===== src/rtl/core_pkg.sv =====
// core_pkg: shared issue-queue constants and wakeup-bus field helper
package core_pkg;
    localparam int TAG_W = 6;
    localparam int ISSUE_ENTRIES = 16;
    localparam int WAKE_BUS_W = 64;

    function automatic logic [WAKE_BUS_W-1:0] wake_field(input logic [WAKE_BUS_W-1:0] bus, input int p, input int w);
        return (bus >> (p * w)) & ((WAKE_BUS_W'(1) << w) - WAKE_BUS_W'(1));
    endfunction
endpackage


===== src/rtl/agemat.sv =====
// agemat: age matrix picking the oldest (or youngest) requester
module agemat #(
    parameter int WIDTH = 16,
    parameter bit OLDEST = 1
) (
    input  logic             clk,
    input  logic             rst,
    input  logic             insert_valid,
    input  logic [WIDTH-1:0] insert_sel,
    input  logic [WIDTH-1:0] req,
    output logic [WIDTH-1:0] grant,
    output logic             grant_valid
);
    logic [WIDTH-1:0] older [WIDTH];

    // new slot becomes younger than every other slot: clear its row, set its column
    always_ff @(posedge clk) begin
        for (int i = 0; i < WIDTH; i++)
            older[i] <= rst ? '0 : !insert_valid ? older[i] : insert_sel[i] ? '0 : older[i] | insert_sel;
    end

    // a requester wins when no other requester outranks it
    always_comb begin
        grant = '0;
        for (int i = 0; i < WIDTH; i++) begin
            grant[i] = req[i];
            for (int j = 0; j < WIDTH; j++)
                if (req[j] && (OLDEST ? older[j][i] : older[i][j])) grant[i] = 1'b0;
        end
    end

    assign grant_valid = |req;
endmodule


===== src/rtl/issue_queue.sv =====
// issue_queue: out-of-order issue queue with tag wakeup and oldest-first select
module issue_queue #(
    parameter int ENTRIES = core_pkg::ISSUE_ENTRIES,
    parameter int TAG_W = core_pkg::TAG_W,
    parameter int PAYLOAD_W = 32,
    parameter int WAKE_PORTS = 2
) (
    input  logic                        clk,
    input  logic                        rst,
    input  logic                        flush,
    input  logic                        disp_valid,
    output logic                        disp_ready,
    input  logic [PAYLOAD_W-1:0]        disp_payload,
    input  logic [TAG_W-1:0]            disp_src1_tag,
    input  logic [TAG_W-1:0]            disp_src2_tag,
    input  logic                        disp_src1_rdy,
    input  logic                        disp_src2_rdy,
    input  logic [WAKE_PORTS-1:0]       wake_valid,
    input  logic [WAKE_PORTS*TAG_W-1:0] wake_tag,
    output logic                        iss_valid,
    input  logic                        iss_ready,
    output logic [PAYLOAD_W-1:0]        iss_payload,
    output logic [$clog2(ENTRIES):0]    count
);
    import core_pkg::*;
    localparam int CW = $clog2(ENTRIES) + 1;

    logic [ENTRIES-1:0] valid, src1_rdy, src2_rdy, req, grant, alloc, wake1, wake2;
    logic [TAG_W-1:0] src1_tag [ENTRIES];
    logic [TAG_W-1:0] src2_tag [ENTRIES];
    logic [PAYLOAD_W-1:0] payload [ENTRIES];
    logic grant_valid, disp_fire, iss_fire, disp_wake1, disp_wake2;
    logic [WAKE_BUS_W-1:0] wbus;

    function automatic logic woken(input logic [WAKE_PORTS-1:0] v, input logic [WAKE_BUS_W-1:0] bus, input logic [TAG_W-1:0] tag);
        logic hit = 1'b0;
        for (int p = 0; p < WAKE_PORTS; p++)
            hit |= v[p] && (wake_field(bus, p, TAG_W) == WAKE_BUS_W'(tag));
        return hit;
    endfunction

    assign wbus = WAKE_BUS_W'(wake_tag);
    assign alloc = ~valid & (valid + ENTRIES'(1));
    assign req = valid & src1_rdy & src2_rdy;
    assign disp_ready = count != CW'(ENTRIES);
    assign disp_fire = disp_valid & disp_ready;
    assign iss_valid = grant_valid & ~flush;
    assign iss_fire = iss_valid & iss_ready;

    agemat #(.WIDTH(ENTRIES), .OLDEST(1)) u_agemat (
        .clk(clk),
        .rst(rst),
        .insert_valid(disp_fire & ~flush),
        .insert_sel(alloc),
        .req(req),
        .grant(grant),
        .grant_valid(grant_valid)
    );

    // tag matches against the wakeup bus and the granted payload mux
    always_comb begin
        iss_payload = '0;
        disp_wake1 = woken(wake_valid, wbus, disp_src1_tag);
        disp_wake2 = woken(wake_valid, wbus, disp_src2_tag);
        for (int i = 0; i < ENTRIES; i++) begin
            wake1[i] = woken(wake_valid, wbus, src1_tag[i]);
            wake2[i] = woken(wake_valid, wbus, src2_tag[i]);
            if (grant[i]) iss_payload = payload[i];
        end
    end

    // occupancy: flush and reset empty the queue, issue frees, dispatch fills
    always_ff @(posedge clk) begin
        if (rst || flush) begin
            valid <= '0;
            count <= '0;
        end else begin
            valid <= (valid & ~(iss_fire ? grant : '0)) | (disp_fire ? alloc : '0);
            count <= count + CW'(disp_fire) - CW'(iss_fire);
        end
    end

    // per-slot operands: capture on dispatch, otherwise accumulate wakeups
    always_ff @(posedge clk) begin
        for (int i = 0; i < ENTRIES; i++) begin
            src1_rdy[i] <= (disp_fire && alloc[i]) ? (disp_src1_rdy | disp_wake1) : (src1_rdy[i] | wake1[i]);
            src2_rdy[i] <= (disp_fire && alloc[i]) ? (disp_src2_rdy | disp_wake2) : (src2_rdy[i] | wake2[i]);
            if (disp_fire && alloc[i]) begin
                src1_tag[i] <= disp_src1_tag;
                src2_tag[i] <= disp_src2_tag;
                payload[i] <= disp_payload;
            end
        end
    end
endmodule

===== config.mk =====
export PLATFORM = sky130hd
export DESIGN_NAME = issue_queue
export DESIGN_NICKNAME = d
export VERILOG_FILES = /design/src/rtl/core_pkg.sv /design/src/rtl/agemat.sv /design/src/rtl/issue_queue.sv
export SDC_FILE = /design/constraint.sdc
export NUM_CORES = 2
export LEC_CHECK = 0
export BUFFER_PORTS_ARGS = -buffer_cell sky130_fd_sc_hd__buf_2
export CAP_MARGIN = 20
export CORE_ASPECT_RATIO = 0.5
export CORE_MARGIN = 2
export CORE_UTILIZATION = 50
export CTS_BUF_LIST = sky130_fd_sc_hd__clkbuf_4
export DETAILED_ROUTE_END_ITERATION = 6
export PLACE_DENSITY = 0.68
export REMOVE_ABC_BUFFERS = 1
export SYNTH_ARGS = -nofsm -noshare
export SYNTH_HDL_FRONTEND = slang
export SYNTH_HIERARCHICAL = 1
export SYNTH_SLANG_ARGS = --single-unit

===== constraint.sdc =====
create_clock -name clk -period 5.77 [get_ports clk]
set_input_delay 1.731 -clock clk [delete_from_list [all_inputs] [get_ports clk]]
set_output_delay 1.731 -clock clk [all_outputs]
set_load 0.005 [all_outputs]

# [After elaboration in Yosys (flattened, before gate mapping)]
# Memories as Yosys holds them, arrays and structs flattened.
# Cells that the tools add are included.
# Widths: inputs -> output; s select.
[op_classes] n_addsub=3 n_eq_ne=69 muxes=521 n_bitwise=96 reduce_logical=387
[op_table] operator="$mux 32" n=31
[op_table] operator="$mux 16" n=50
[op_table] operator="$reduce_or 32->1" n=15
[op_table] operator="$eq 6x6->1" n=68
[op_table] operator="$mux 1" n=365
[op_table] operator="$logic_and 1x1->1" n=340
[op_table] operator="$or 16x16->16" n=17
[op_table] operator="$mux 4" n=45
[op_table] operator="$mux 6" n=30
[op_table] operator="$reduce_or 6->1" n=30
[op_table] operator="$or 1x1->1" n=68
[op_table] operator="$and 16x16->16" n=4
[op_table] operator="$not 16->16" n=2
[op_table] operator="$add 16x1->16 const B" n=1
[op_table] operator="$reduce_or 16->1" n=1
[op_table] operator="$add 5x1->5" n=1
[op_table] operator="$ne 5x5->1 const B" n=1
[op_table] operator="$sub 5x1->5" n=1
[op_table] operator="$and 1x1->1" n=4
[op_table] operator="$logic_or 1x1->1" n=1
[op_table] operator="$not 1->1" n=1
[word_totals] reg_bits=53 mem_bits_rw=960 in_bits=65 memories=4
[memory_table] memory="payload" depth=16 width=32 rd=16 rd_ports_with_merged_regs=0 write_ports=1 line_no="issue_queue.sv:31" rtl="logic [PAYLOAD_W-1:0] payload [ENTRIES];"
[memory_table] memory="u_agemat.older" depth=16 width=16 rd=16 rd_ports_with_merged_regs=0 write_ports=16 line_no="agemat.sv:14" rtl="logic [WIDTH-1:0] older [WIDTH];"
[memory_table] memory="src1_tag" depth=16 width=6 rd=16 rd_ports_with_merged_regs=0 write_ports=1 line_no="issue_queue.sv:29" rtl="logic [TAG_W-1:0] src1_tag [ENTRIES];"
[memory_table] memory="src2_tag" depth=16 width=6 rd=16 rd_ports_with_merged_regs=0 write_ports=1 line_no="issue_queue.sv:30" rtl="logic [TAG_W-1:0] src2_tag [ENTRIES];"

# [Depth between registers and ports, before layout]
[depth] depth_word=35 depth_mapped=20 ltp_nobuf=15

# [Modules after synthesis]
# The synthesis kept the hierarchy.
[by_module_without_submodules] mod="issue_queue" n_inst=1 cells_per_inst=2195 area_each_um2=32208.4 seq_area_each_um2=22201.3
[by_module_without_submodules] mod="agemat" n_inst=1 cells_per_inst=840 area_each_um2=9555.4 seq_area_each_um2=5124.9

# [Least setup slack after synthesis]
# OpenSTA, ideal clock, no wires.
[synth_path] kind="input to register" startpoint="in disp_valid" endpoint="mem payload[5][0], in the netlist payload[0][160], enable pin" setup_ps=512 arrival_ps=5337 t_required_ps=5258 slack_ps=-79 cell_stages=3 path_cell_list="nand2_1 > buf_2 > nor3_1"
[synth_between] elab_chain_cells=20
[synth_lines] item="from (decl)" line_no="issue_queue.sv:11" rtl="input logic disp_valid,"
[synth_lines] item="$and 1x1->1 *" line_no="issue_queue.sv:46" rtl="assign disp_fire = disp_valid & disp_ready;"
[synth_lines] item="$logic_and 1x1->1" line_no="issue_queue.sv:88" rtl="if (disp_fire && alloc[i]) begin"
[synth_lines] item="$mux 1" line_no="issue_queue.sv:88"
[synth_lines] item="$mux 1 (not written as such)" line_no="issue_queue.sv:91" rtl="payload[i] <= disp_payload;"
[synth_lines] item="$reduce_or 32->1 (no line)"
[synth_lines] item="$mux 4 (no line) or $mux 1 (tied branches) (15 in a row)"
[synth_lines] item="to (decl)" line_no="issue_queue.sv:31"
# Mark *: on every way between the ends. The rest lies on a longest branch, timed or not.

# [Worst setup path after layout]
[layout_path] startpoint="reg src1_rdy[10]" endpoint="out iss_payload[5]"
[layout_rtl] item="from (decl)" line_no="issue_queue.sv:28" rtl="logic [ENTRIES-1:0] valid, src1_rdy, src2_rdy, req, grant, alloc, wake1, wake2;"
[layout_rtl] item="from (signal, indexed assignment)" line_no="issue_queue.sv:86" rtl="src1_rdy[i] <= (disp_fire && alloc[i]) ? (disp_src1_rdy | disp_wake1) : (src1_rdy[i] | wake1[i]);"
[layout_rtl] item="$and 16x16->16 (2 in a row)" line_no="issue_queue.sv:44" rtl="assign req = valid & src1_rdy & src2_rdy;"
[layout_rtl] item="via req[10]" line_no="issue_queue.sv:28"
[layout_rtl] item="$logic_and 1x1->1" line_no="agemat.sv:28" rtl="if (req[j] && (OLDEST ? older[j][i] : older[i][j])) grant[i] = 1'b0;"
[layout_rtl] item="$mux 1 (6 in a row)" line_no="agemat.sv:28"
[layout_rtl] item="via grant[1]" line_no="issue_queue.sv:28"
[layout_rtl] item="$mux 32 (15 in a row)" line_no="issue_queue.sv:68" rtl="if (grant[i]) iss_payload = payload[i];"
[layout_rtl] item="to (decl)" line_no="issue_queue.sv:22" rtl="output logic [PAYLOAD_W-1:0] iss_payload,"
# The timed path passes the listed nets, and every way through them passes these cells.

==> qor.yml <==
outcome:
  outcome: "finished with violations"
  failed_checks: "DRC, setup timing"
die:
  initial_core_util_pct: 50.9
  chipWidth_um: 413
  ios: 104
  rows: 74
  core-area_um2: 82100
  dieArea_um2: 86000
  fp.dieH_um: 208
placed_design:
  io_buffers: 103
  gp_congestion: 0.852
  placed_cells: 4110
  dpl.hpwl_mm: 67.4
  place_area_um2: 43500
setup_path:
  path_cells: "and3_4 -> buf_6 -> a22oi_2 -> nand4b_1 -> nor4_4 -> buf_6 -> nor2b_4 -> buf_6 -> buf_16 -> a221o_1 -> o221ai_2 -> a311oi_2 -> a211o_1 -> buf_2"
  reg2reg_depth: 18
  max_stage_delay_ps: 380
  crit_top_cell: "buf_6"
  critPathKind: "reg -> out"
  critPathLaunchType: "flop"
  arrival_ps: 4100
  cp_top_family: "compound AO/OA/AOI/OAI gates"
  r2r_setup_slack_ps: 1880
  r2r_start: "src1_rdy[10]"
  cp-end-kind: "primary output"
  r2r_end: "count[4]"
  critical_path_buf_inv_count: 5
  worstSetupEndpoint: "iss_payload[5]"
  cp_slowest_cell: "dfxtp_4"
  cp-startpoint: "src1_rdy[10]"
  path_depth: 14
  worstPathMaxFanout: 8
  cp_data_required_time_ps: 4040
global_routing:
  grtUsageTotal_pct: 28.3
  grt_overflow: 0
  grt_pass1_vias: 28073
  grt_pass1_wl_mm: 180
  grt_antenna_before_repair: 3
  grt_max_degree: 66
clocking:
  cts_hold_buf: 0
  cts_tree: "done"
  clk_pin_slew_ps: 70
  numClockSinks: 1013
  cts_max_level: 4
  cts_buffers: 215
  clock_latency_ps: 1050
  cts_root_buf: "clkbuf_4"
  clk_path_buf_depth: 3
power_and_ir_drop:
  ir_drop_mv: 0.238
  power.leakage_nw: 16.5
  p_per_area_nw_per_um2: 296
  power_w: 0.0142
layout:
  fin_nets: 3367
  syn2layout_area_growth_pct: 15.3
  final_area_um2: 48100
  final_cells: 4567
  drive_above_1_share_pct: 24.2
flow_run:
  drv_cap: 0
worst_hold_path:
  hold_path_class: "reg -> reg"
synth:
  yosysMostFrequentCell: "edfxtp_1"
  ys_warn_count: 6
  yosysUniqueCellTypes: 63
  async_reset_ff_share_pct: 0
  synth-main-ff-cell: "edfxtp_1"
  syn-instance-count: 3035
  synth_common_cells: "edfxtp_1, dfxtp_1, o21a_1, xor2_1, xnor2_1"
  synth-xor-area-share_pct: 8.62
  synth_top_family_by_area: "compound AO/OA/AOI/OAI gates"
  synthMuxAreaShare_pct: 0.407
  synth-seq-area-share_pct: 65.4
  synth_compound_area_share_pct: 14.1
  synth_edf_count: 704
  synthTopCellsByArea: "edfxtp_1, dfxtp_1, xor2_1, o21a_1, xnor2_1"
  synthAdderAreaFrac_pct: 0.228
  yosysTopAreaCell: "edfxtp_1"
  ys_ff_latch: 1013
  synthSimpleGateAreaFrac_pct: 7.51
  synth.avg_cell_area_um2: 13.8
  synthesis.area_um2: 41800
  yosysTopAreaCellShare_pct: 50.6
timing:
  fin_crit_sh_pct: 101
  whs_ps: 455
  rsz0062_at_grt: "yes"
  clock.fmax_mhz: 172
  fin_skew_ps: 51.4
  tns_ps: -128
  setup_viol: 3
  worst_slack_ps: -58.1
  maxSlewHeadroom_pct: 20.6
  finalHoldViolations: 0
  finalCriticalPeriod_ps: 5830
  tightest_slew_ps: 1180
  finalMaxSlewViolations: 0
route:
  viasPerCell: 6.26
  vias: 28607
  route.detailed.drc: 15
  drtAntennaViolNets: 0
  drt-initial-drc-count: 3919
  wl_per_cell_um: 27.4
  first_pass_iters: 7
  wirelength_mm: 125
==> placed cells by master, fill, tap and decap left out, types with 21 or more instances in the layout <==
cell      count
nand4_1      70
buf_6        21
o221ai_1     26
a22oi_2      25
a222oi_1     32
clkinv_1     24
and2_1       23
a211o_1      31
o21a_1      240
dfxtp_1     289
clkbuf_4    346
o221ai_2     36
nor3b_1      22
xor2_1      206
inv_1        43
nor4_1       89
buf_4       102
edfxtp_1    704
buf_12       30
xnor2_1     205
nor3_1       22
a22oi_1     150
nand2_1     112
a21oi_1      95
a221o_1      31
buf_2       102
o21ai_0      82
a311oi_1     27
nor2_1       36
==> how the worst min path moves through the flow <==
stage	to	start	slack [ps]	depth (start not counted)
after floorplan	u_agemat/older[0][0]	u_agemat/older[0][0]	420	1
after CTS	u_agemat/older[8][8]	u_agemat/older[8][8]	460	1
after detailed placement	u_agemat/older[8][8]	u_agemat/older[8][8]	440	1
after global routing	u_agemat/older[8][8]	u_agemat/older[8][8]	480	1
final	u_agemat/older[8][8]	u_agemat/older[8][8]	460	1
after global placement	u_agemat/older[11][11]	u_agemat/older[11][11]	430	1
==> routing by layer <==
layer / wire length, um / global-route usage, %
met5: 0 / 0
met4: 3420 / 9.55
met3: 15000 / 7.37
met2: 56400 / 43.8
met1: 50400 / 38.9
==> area by class of cell <==
type / instances / area, um^2
Clock inverter: 38 / 265
Clock buffer: 346 / 2600
Multi-Input combinational cell: 1744 / 13800
Antenna cell: 3 / 7.51
Fill cell: 6424 / 34000
Tap cell: 1102 / 1380
Timing Repair Buffer: 277 / 2560
Sequential cell: 1013 / 27400
Inverter: 44 / 165
==> state kept, by name, summed over array words and instances (netlist names) <==
name	count
payload	512
src2_tag	96
u_agemat/older	256
src1_rdy	16
src2_rdy	16
src1_tag	96
valid	16
count	5
==> where the power goes <==
part | switching, W | internal, W
logic | 0.000420 | 0.000225
registers | 0.0000888 | 0.00787
clock network | 0.00281 | 0.00284
total | 0.00331 | 0.0109
==> stage by stage <==
step	worst slack, ps	util (%)
CTS	-35.7	57.9
detailed placement	-34.4	52.9
floorplan	-4690	-
global route	-184	58.6
finish	-58.1	58.6
global placement	-23.4	52.9
==> what timing repair did <==
item / in CTS / in global routing
pin swaps: 65 / 46
buffers inserted: 54 / 8
gates cloned: 5 / 4
gates resized for setup: 155 / 87
hold endpoints to repair: 0 / 0
setup endpoints to repair: 32 / 32
==> logic make-up (layout without fill, tap and decap cells) <==
kind of cell / after synthesis / in the layout
AND/OR/NAND/NOR: 507 / 507
flip-flops: 1013 / 1013
AO/OA/AOI/OAI: 802 / 802
XOR/XNOR: 411 / 411
multiplexers: 17 / 17
adder cells (fa/ha/maj): 7 / 7
other: 0 / 3
buffers and inverters: 278 / 705
(Power assumes the default switching activity.)
